File: src/rtl/rv32i_types.sv
// -----------------------------------------------------------------------------
// rv32i_types
// Shared definitions for the branch resolve unit:
//   rv32i_word  - 32-bit machine word
//   bp_meta_t   - predictor metadata carried from IF capture down to MEM
//   PC_STEP     - sequential fetch increment
//   CNT_MAX     - saturation value of the performance counters
//   pred_taken  - predicted-taken flag derived from a metadata slot
// -----------------------------------------------------------------------------
package rv32i_types;

   typedef logic [31:0] rv32i_word;

   typedef struct packed {
      logic      valid;
      rv32i_word pc;
      logic      hit;
      logic      prediction;
      logic      is_jal;
      rv32i_word target;
   } bp_meta_t;

   localparam rv32i_word   PC_STEP = 32'd4;
   localparam logic [31:0] CNT_MAX = 32'hFFFF_FFFF;

   // A predictor entry redirects fetch when it hits and is either a
   // predicted-taken branch or a jal (always taken).
   function automatic logic pred_taken(input bp_meta_t m);
      return m.hit & (m.prediction | m.is_jal);
   endfunction

endpackage

File: src/rtl/bru_meta_pipe.sv
// -----------------------------------------------------------------------------
// bru_meta_pipe
// Shift register of predictor metadata, one slot per pipeline stage from IF
// capture to MEM. The last slot is the MEM slot.
// Parameters:
//   PIPE_DEPTH  number of slots (legal 2..4)
// Ports:
//   clk, rst    clock, asynchronous active-high reset (clears every field)
//   stall       holds every slot
//   flush       clears every valid bit, including the slot-0 capture;
//               wins over the shift
//   in          metadata captured into slot 0
//   out         MEM slot contents
// -----------------------------------------------------------------------------
module bru_meta_pipe
   import rv32i_types::*;
#(
   parameter int PIPE_DEPTH = 3
) (
   input  logic     clk,
   input  logic     rst,
   input  logic     stall,
   input  logic     flush,
   input  bp_meta_t in,
   output bp_meta_t out
);

   bp_meta_t slot_r [PIPE_DEPTH];

   // Slot storage: reset, flush-invalidate, shift or hold.
   always_ff @(posedge clk or posedge rst) begin
      if (rst) begin
         for (int k = 0; k < PIPE_DEPTH; k++) begin
            slot_r[k] <= '0;
         end
      end else if (flush) begin
         // No shift on a flush edge; the fields stay but nothing is live.
         for (int k = 0; k < PIPE_DEPTH; k++) begin
            slot_r[k].valid <= 1'b0;
         end
      end else if (!stall) begin
         slot_r[0] <= in;
         for (int k = 1; k < PIPE_DEPTH; k++) begin
            slot_r[k] <= slot_r[k-1];
         end
      end else begin
         for (int k = 0; k < PIPE_DEPTH; k++) begin
            slot_r[k] <= slot_r[k];
         end
      end
   end

   assign out = slot_r[PIPE_DEPTH-1];

endmodule

File: src/rtl/branch_resolve_unit.sv
// -----------------------------------------------------------------------------
// branch_resolve_unit
// Carries predictor lookup metadata from IF to MEM, compares the prediction
// with the resolved outcome there, and produces the predictor write controls,
// the squash/redirect request and optional performance counters.
// Configuration macro:
//   BRU_PERF_CNT_EN  when defined, br_count / mispredict_count are saturating
//                    counters; otherwise both ports are tied to zero.
// Ports:
//   clk, rst                  clock, asynchronous active-high reset
//   stall                     global stall; freezes slots, zeroes outputs
//   IF_valid, IF_PC, IF_hit, IF_prediction, IF_is_jal, IF_target
//                             fetch-side predictor lookup result
//   MEM_is_br, MEM_is_jal_in, MEM_taken, MEM_target
//                             resolved control-flow info at MEM
//   update, replace, branch_result, MEM_is_jal, target_in, MEM_PC
//                             predictor write controls / data / index
//   flush, redirect_pc        squash request and fetch redirect address
//   br_count, mispredict_count performance counters
// -----------------------------------------------------------------------------
module branch_resolve_unit
   import rv32i_types::*;
#(
   parameter int PIPE_DEPTH = 3
) (
   input  logic        clk,
   input  logic        rst,
   input  logic        stall,
   input  logic        IF_valid,
   input  logic [31:0] IF_PC,
   input  logic        IF_hit,
   input  logic        IF_prediction,
   input  logic        IF_is_jal,
   input  logic [31:0] IF_target,
   input  logic        MEM_is_br,
   input  logic        MEM_is_jal_in,
   input  logic        MEM_taken,
   input  logic [31:0] MEM_target,
   output logic        update,
   output logic        replace,
   output logic        branch_result,
   output logic        MEM_is_jal,
   output logic [31:0] target_in,
   output logic [31:0] MEM_PC,
   output logic        flush,
   output logic [31:0] redirect_pc,
   output logic [31:0] br_count,
   output logic [31:0] mispredict_count
);

   bp_meta_t if_meta_s;
   bp_meta_t mem_meta_s;
   logic     pt_s;
   logic     at_s;
   logic     ctrl_s;
   logic     tgt_diff_s;
   logic     mispredict_s;
   logic     active_s;

   assign if_meta_s = '{valid:      IF_valid,
                        pc:         IF_PC,
                        hit:        IF_hit,
                        prediction: IF_prediction,
                        is_jal:     IF_is_jal,
                        target:     IF_target};

   bru_meta_pipe #(
      .PIPE_DEPTH (PIPE_DEPTH)
   ) u_meta_pipe (
      .clk   (clk),
      .rst   (rst),
      .stall (stall),
      .flush (flush),
      .in    (if_meta_s),
      .out   (mem_meta_s)
   );

   assign pt_s       = pred_taken(mem_meta_s);
   assign at_s       = MEM_is_jal_in | (MEM_is_br & MEM_taken);
   assign ctrl_s     = MEM_is_br | MEM_is_jal_in;
   assign tgt_diff_s = (mem_meta_s.target != MEM_target);
   // A non-control instruction that the predictor called taken also lands
   // here through pt != at.
   assign mispredict_s = mem_meta_s.valid &
                         ((pt_s != at_s) | (pt_s & at_s & tgt_diff_s));
   // Outputs are live only outside stall and reset so each MEM event is
   // reported exactly once and reset shows all zeros.
   assign active_s = !stall & !rst;

   // Resolution outputs, gated to zero while stalled or in reset.
   always_comb begin
      update        = 1'b0;
      replace       = 1'b0;
      flush         = 1'b0;
      branch_result = 1'b0;
      MEM_is_jal    = 1'b0;
      target_in     = 32'd0;
      MEM_PC        = 32'd0;
      redirect_pc   = 32'd0;
      if (active_s) begin
         update        = mem_meta_s.valid & ctrl_s & mem_meta_s.hit;
         replace       = mem_meta_s.valid & ctrl_s & at_s &
                         (!mem_meta_s.hit | tgt_diff_s);
         flush         = mispredict_s;
         branch_result = at_s;
         MEM_is_jal    = MEM_is_jal_in;
         target_in     = MEM_target;
         MEM_PC        = mem_meta_s.pc;
         if (at_s) begin
            redirect_pc = MEM_target;
         end else begin
            redirect_pc = mem_meta_s.pc + PC_STEP;
         end
      end else begin
         update        = 1'b0;
         replace       = 1'b0;
         flush         = 1'b0;
         branch_result = 1'b0;
         MEM_is_jal    = 1'b0;
         target_in     = 32'd0;
         MEM_PC        = 32'd0;
         redirect_pc   = 32'd0;
      end
   end

`ifdef BRU_PERF_CNT_EN
   logic [31:0] br_count_r;
   logic [31:0] mispredict_count_r;

   // Saturating counters of resolved control instructions and flushes.
   always_ff @(posedge clk or posedge rst) begin
      if (rst) begin
         br_count_r         <= 32'd0;
         mispredict_count_r <= 32'd0;
      end else begin
         if (!stall && mem_meta_s.valid && ctrl_s && (br_count_r != CNT_MAX)) begin
            br_count_r <= br_count_r + 32'd1;
         end else begin
            br_count_r <= br_count_r;
         end
         if (flush && (mispredict_count_r != CNT_MAX)) begin
            mispredict_count_r <= mispredict_count_r + 32'd1;
         end else begin
            mispredict_count_r <= mispredict_count_r;
         end
      end
   end

   assign br_count         = br_count_r;
   assign mispredict_count = mispredict_count_r;
`else
   assign br_count         = 32'd0;
   assign mispredict_count = 32'd0;
`endif

endmodule

File: config.mk
export PLATFORM = sky130hd
export DESIGN_NAME = branch_resolve_unit
export DESIGN_NICKNAME = d
export VERILOG_FILES = /design/src/rtl/rv32i_types.sv /design/src/rtl/bru_meta_pipe.sv /design/src/rtl/branch_resolve_unit.sv
export SDC_FILE = /design/constraint.sdc
export NUM_CORES = 1
export LEC_CHECK = 0
export ABC_AREA = 1
export CAP_MARGIN = 20
export CELL_PAD_IN_SITES_DETAIL_PLACEMENT = 1
export CELL_PAD_IN_SITES_GLOBAL_PLACEMENT = 1
export CORE_MARGIN = 3
export CORE_UTILIZATION = 32
export CTS_CLUSTER_SIZE = 20
export DETAILED_ROUTE_END_ITERATION = 16
export HOLD_SLACK_MARGIN = 0.15
export PLACE_DENSITY_LB_ADDON = 0.1
export SLEW_MARGIN = 10
export SYNTH_ARGS = -nofsm -noshare
export SYNTH_HDL_FRONTEND = slang
export SYNTH_SLANG_ARGS = --single-unit
File: constraint.sdc
create_clock -name clk -period 6.3 [get_ports clk]
set_clock_uncertainty 0.05 [all_clocks]
set_input_delay 0.63 -clock clk [delete_from_list [all_inputs] [get_ports clk]]
set_output_delay 0.63 -clock clk [all_outputs]
set_load 0.05 [all_outputs]
==> metrics.cfg, run 1 <==
[floorplan]
dieArea_sq_um=35100
core_area_sq_um=32000
start_util_pct=32.9
die_h_um=187
row_count=65
die_x_um=187
num_io_pins=271

[clock_tree]
postCtsHoldBufs=0
clock_path_buffers=3
cts.sinks=204
clock_latency_ps=520
cts_setup_buffers=0
cts_tree=done
numCtsBuffers=25
cts-root-buf=clkbuf_16
htreeDepth=1
cts_resized=0
path_clk_slew_ps=50

[placed_design]
pre_cts_ws_ps=1770
dpl.hpwl_mm=25.3
routabilityCongestion=0.857
io_buffers=206
placed_cells=1947

[setup_path]
critPathCapture=redirect_pc[16]
worst_ep_arrival_time_ps=3810
cp_max_fo=46
reg2reg_depth=15
reg2reg_to=u_meta_pipe.out[21]
worst_setup_path_end_kind=primary output
required_ps=5620
r2r-start=u_meta_pipe.out[31]
critPathLaunchType=primary input
crit_start=stall
worstSetupPathType=primary input to primary output
reg2reg_slack_ps=3020

[layout]
final_cell_mix=498 x nand2_1, 219 x nand3_1, 206 x clkdlybuf4s50_1, 204 x dfrtp_1, 104 x nor2_1
drive_gt1_share_pct=4.31
layout.nets=1647
fill_cells=3927
mostFrequentLayoutCell=nand2_1
stdcell_count=1991
num_antenna_cells=0
syn_to_final_growth_pct=26.2

[hold_path]
hp-start=u_meta_pipe.slot_r[182]
min_path_type=register to register
hold_path_depth=2

[synthesis]
yosysWarnings=0
netlist_instances=1374
netlist_area_sq_um=10500
syn_area_per_cell_sq_um=7.66
ys_types=31
synth-seq-area-share_pct=48.5
ys_ff_latch=204

[power]
ir_drop_mv=0.124
p_per_area_nw_per_um2=289
leakage_nw=6.61
total_power_mw=3.84

[status]
run_status=complete, no violations

[drt]
firstDrtPassIters=5
viasPerCell=4.64
vias=9239
drc=0
drt-initial-drc-count=512
drt-total-wl_mm=35.1
ant_nets=0
routedWlPerCell_um=17.6

[timing]
finalSetupViolCount=0
slew_violations=0
hold_viol_final=0
period_share_pct=71.3
tightest_slew_ps=1130
max_slew_margin_pct=24.3
fin_crit_ps=4490
rsz0062_at_grt=no
fin_setup_tns_ps=0
setup_ws_ps=1810
fmax_mhz=223

[global_routing]
grt_max_degree=117
antenna_found_initial=1
grt_pass1_vias=9309
grt.overflow.total=0
grt_util_all_layers_pct=19.3
grt_first_pass_wirelength_mm=54.5

[run]
maxCapViolations=0

[kinds of logic (layout without fill, tap and decap cells)]
group	after synthesis	after routing	share of synthesized area, %
and+or+nand+nor	849	849	33.6
buffers and inverters	237	356	12.4
DFF	204	204	48.5
AOI/OAI and AO/OA	50	50	2.60
xor gates and xnor gates	31	31	2.58
adders and majority gates	2	2	0.238
other	1	64	0.0356
[through the flow]
step | util, % | instance area, sq um | hold WS, ps
finish | 41.6 | 13300 | 420
global route | 41.6 | 13300 | 435
CTS | 41.6 | 13300 | 424
detailed placement | 39.2 | 12500 | 409
global placement | 39.2 | 12500 | 404
floorplan | - | 10800 | 392
[critical path, stage by stage]
cell and delay, ps:
clkdlybuf4s50_1 550, nor2_1 300, inv_2 380, nor2_2 240
buf_4 300, nand2_1 90, o22ai_1 390, clkdlybuf4s50_1 900
[sequential cells by signal (all words and copies together) (netlist names)]
register,count
u_meta_pipe.out,68
u_meta_pipe.slot_r,136
[metal layers]
layer  part of all wire (%)  vias to the layer above  global-route usage, %
met4                    1.6                        2                   3.95
met1                     47                     4429                   27.1
met2                     45                      239                   31.2
met3                    6.2                       41                   3.82
met5                  0.037                        -                      0
li1                       -                     4528                      -
[worst min-delay path by stage]
stage / slack (ps) / endpoint
floorplan: 390 / u_meta_pipe.out[35]
global placement: 400 / u_meta_pipe.slot_r[77]
detailed placement: 410 / u_meta_pipe.slot_r[100]
CTS: 420 / u_meta_pipe.slot_r[88]
global route: 440 / u_meta_pipe.slot_r[167]
finish: 420 / u_meta_pipe.slot_r[182]
[synthesized netlist by cell type (all sizes together)]
master / instances / share of area, %
nand3b: 2 / 0.14
nor4: 3 / 0.18
o211ai: 1 / 0.071
dfrtp: 204 / 49
nand2: 502 / 18
nand4: 8 / 0.48
clkbuf: 29 / 1.0
buf: 112 / 8.0
o22ai: 11 / 0.65
nor3b: 1 / 0.071
a31oi: 3 / 0.18
xor2: 7 / 0.58
nor3: 4 / 0.19
nor2: 109 / 4.0
o21ai: 23 / 1.1
clkinv: 1 / 0.036
inv: 95 / 3.4
conb: 1 / 0.036
a21oi: 12 / 0.61
ha: 2 / 0.24
xnor2: 24 / 2.0
nand3: 220 / 11
[report_power, final]
group / switching (mW) / total [mW] / internal, mW
logic: 0.567 / 0.844 / 0.278
registers: 0.157 / 1.66 / 1.50
clock network: 0.556 / 1.34 / 0.782
total: 1.28 / 3.84 / 2.56
[area by class of cell]
type / count / area [sq um] / share of cell area [%]
clock buffer: 33 / 666 / 5.01
clock inverter: 11 / 87.6 / 0.659
inverter: 96 / 373 / 2.81
multi-input combinational: 996 / 4370 / 32.9
sequential: 204 / 5100 / 38.4
tap: 435 / 544 / 4.10
timing repair buffer: 216 / 2140 / 16.1
(Power assumes the default switching activity.)
==> run 2, diff against run 1 <==
Settings changed: CORE_UTILIZATION 32 to 36.
Clock period 6.3 ns to 4.7 ns, I/O delays scaled along.
==> run 2 against run 1 <==
Final cell count is 2.7% lower. Die area decreased by 11%. Total power grew 40%. First-iteration DRC count grew 28%. Register-to-register slack got worse by 1200 ps. Combinational power increased by 37%. Critical endpoint is now redirect_pc[30].
==> metrics.cfg, run 2 (synthesized netlist as in run 1, its figures left out) <==
[status]
run_status=complete, no violations

[setup_path]
worst_ep_arrival_time_ps=3580
cp_slowest_cell=clkdlybuf4s50_1
worst_path_most_repeated_cell=nor2_2
critPathLaunchType=register
crit_chain=ha_1 -> nand3_1 -> nor2_1 -> nand2_1 -> nor2_2 -> nand2_2 -> nor2_2 -> nand4_1 -> a21oi_1 -> clkdlybuf4s50_1
worst_setup_path_end_kind=primary output
required_ps=4180
cp_max_fo=5
slowest_delay_ps=870
worstSetupPathType=register to primary output

[floorplan]
core_area_sq_um=28300
num_io_pins=271
start_util_pct=37.2
die_h_um=177
die_x_um=177
dieArea_sq_um=31300
row_count=61

[power]
p_clk_share_pct=37.0
p_int_mw=3.66
ir_drop_mv=0.243
swShare_pct=31.9
p_sw_mw=1.72
p_seq_share_pct=41.3
combPwrFrac_pct=21.7
p_per_area_nw_per_um2=398
total_power_mw=5.38
leakage_nw=6.77

[layout]
largest_reg_flops=136
stdcell_count=1937
mostFrequentLayoutCell=nand2_1
multi_input_area_sq_um=4370
final_cell_mix=498 x nand2_1, 219 x nand3_1, 204 x dfrtp_1, 191 x clkdlybuf4s50_1, 104 x nor2_1
seq_area_sq_um=5100
layout.nets=1649
drive_gt1_share_pct=5.71
syn_to_final_growth_pct=28.3
regMostFlops=u_meta_pipe.slot_r
final_util_pct=47.7
num_antenna_cells=0
fill_cells=3452
final_cell_area_sq_um=13500

[timing]
slew_violations=0
finalSetupViolCount=0
rsz0062_at_grt=no
holdWs_ps=304
hold_viol_final=0
max_slew_margin_pct=34.9
fmax_mhz=244
period_share_pct=87.2
fin_crit_ps=4100
fin_setup_tns_ps=0
tightest_slew_ps=967
setup_ws_ps=602

[clock_tree]
cts_setup_buffers=0
htreeDepth=1
cts_tree=done
cts-root-buf=clkbuf_16
path_clk_slew_ps=60
cts_resized=0
cts.sinks=204
clock_path_buffers=3
clock_latency_ps=510
postCtsHoldBufs=0
numCtsBuffers=24

[global_routing]
grt_first_pass_wirelength_mm=54.6
antenna_found_initial=3
grt.overflow.total=0
grt_busiest_layer=met2
use_met2_pct=34.9
grt_max_degree=205
grt_util_all_layers_pct=22.1
use_met1_pct=30.6
use_met3_pct=4.76
grt_pass1_vias=9479

[placed_design]
placed_cell_area_sq_um=12600
pre_cts_ws_ps=663
placed_cells=1892
dpl.hpwl_mm=25.6
io_buffers=206
routabilityCongestion=0.880

[drt]
firstDrtPassIters=5
routedWlPerCell_um=18.3
drt-total-wl_mm=35.4
vias=9373
ant_nets=0
drc=0
viasPerCell=4.84
drt-initial-drc-count=653

[hold_path]
min_path_type=primary input to asynchronous set/reset pin

[run]
maxCapViolations=0

## run 2: layer usage
metal,up-vias,wire (um)
met1,4504,16000
met2,272,15900
met3,57,2370
li1,4534,-
met4,6,1050
met5,-,36
## run 2: layout make-up
| class | count | area share, % |
|---|---|---|
| clock buffers | 36 | 5.53 |
| clock inverters | 8 | 0.871 |
| inverters | 96 | 2.73 |
| multi-input cells | 996 | 32.4 |
| flip-flops and latches | 204 | 37.8 |
| well taps | 378 | 3.50 |
| repair buffers | 219 | 17.2 |
## run 2: worst max-delay path, delay by kind of cell, from the launching register on
family / cells / cell delay [ps]
buf+inv: 1 / 870
simple gates: 7 / 1170
fa+ha+maj: 1 / 230
flops: 1 / 450
compound gates: 1 / 330
## run 2: power groups by stage
stage          clock network [mW]  logic [mW]  registers (mW)
6_report                     1.99        1.16            2.22
5_1_grt                      2.11        1.29            2.26
4_1_cts                      2.03        1.18            2.22
3_5_place_dp                    0        1.17            2.25
3_3_place_gp                    0        1.15            2.24
2_1_floorplan                   0       0.852            2.17
## run 2: worst paths after layout
check	startpoint	to	slack (ps)	cells past startpoint
max	u_meta_pipe.out[37]	redirect_pc[30]	600	10
min	rst	u_meta_pipe.slot_r[203]	300	2
max reg2reg	u_meta_pipe.out[31]	u_meta_pipe.slot_r[108]	1870	14
min reg2reg	u_meta_pipe.slot_r[94]	u_meta_pipe.slot_r[94]	420	2
max in group asynchronous	rst	u_meta_pipe.slot_r[125]	3300	4
min in group clk	u_meta_pipe.slot_r[94]	u_meta_pipe.slot_r[94]	420	2
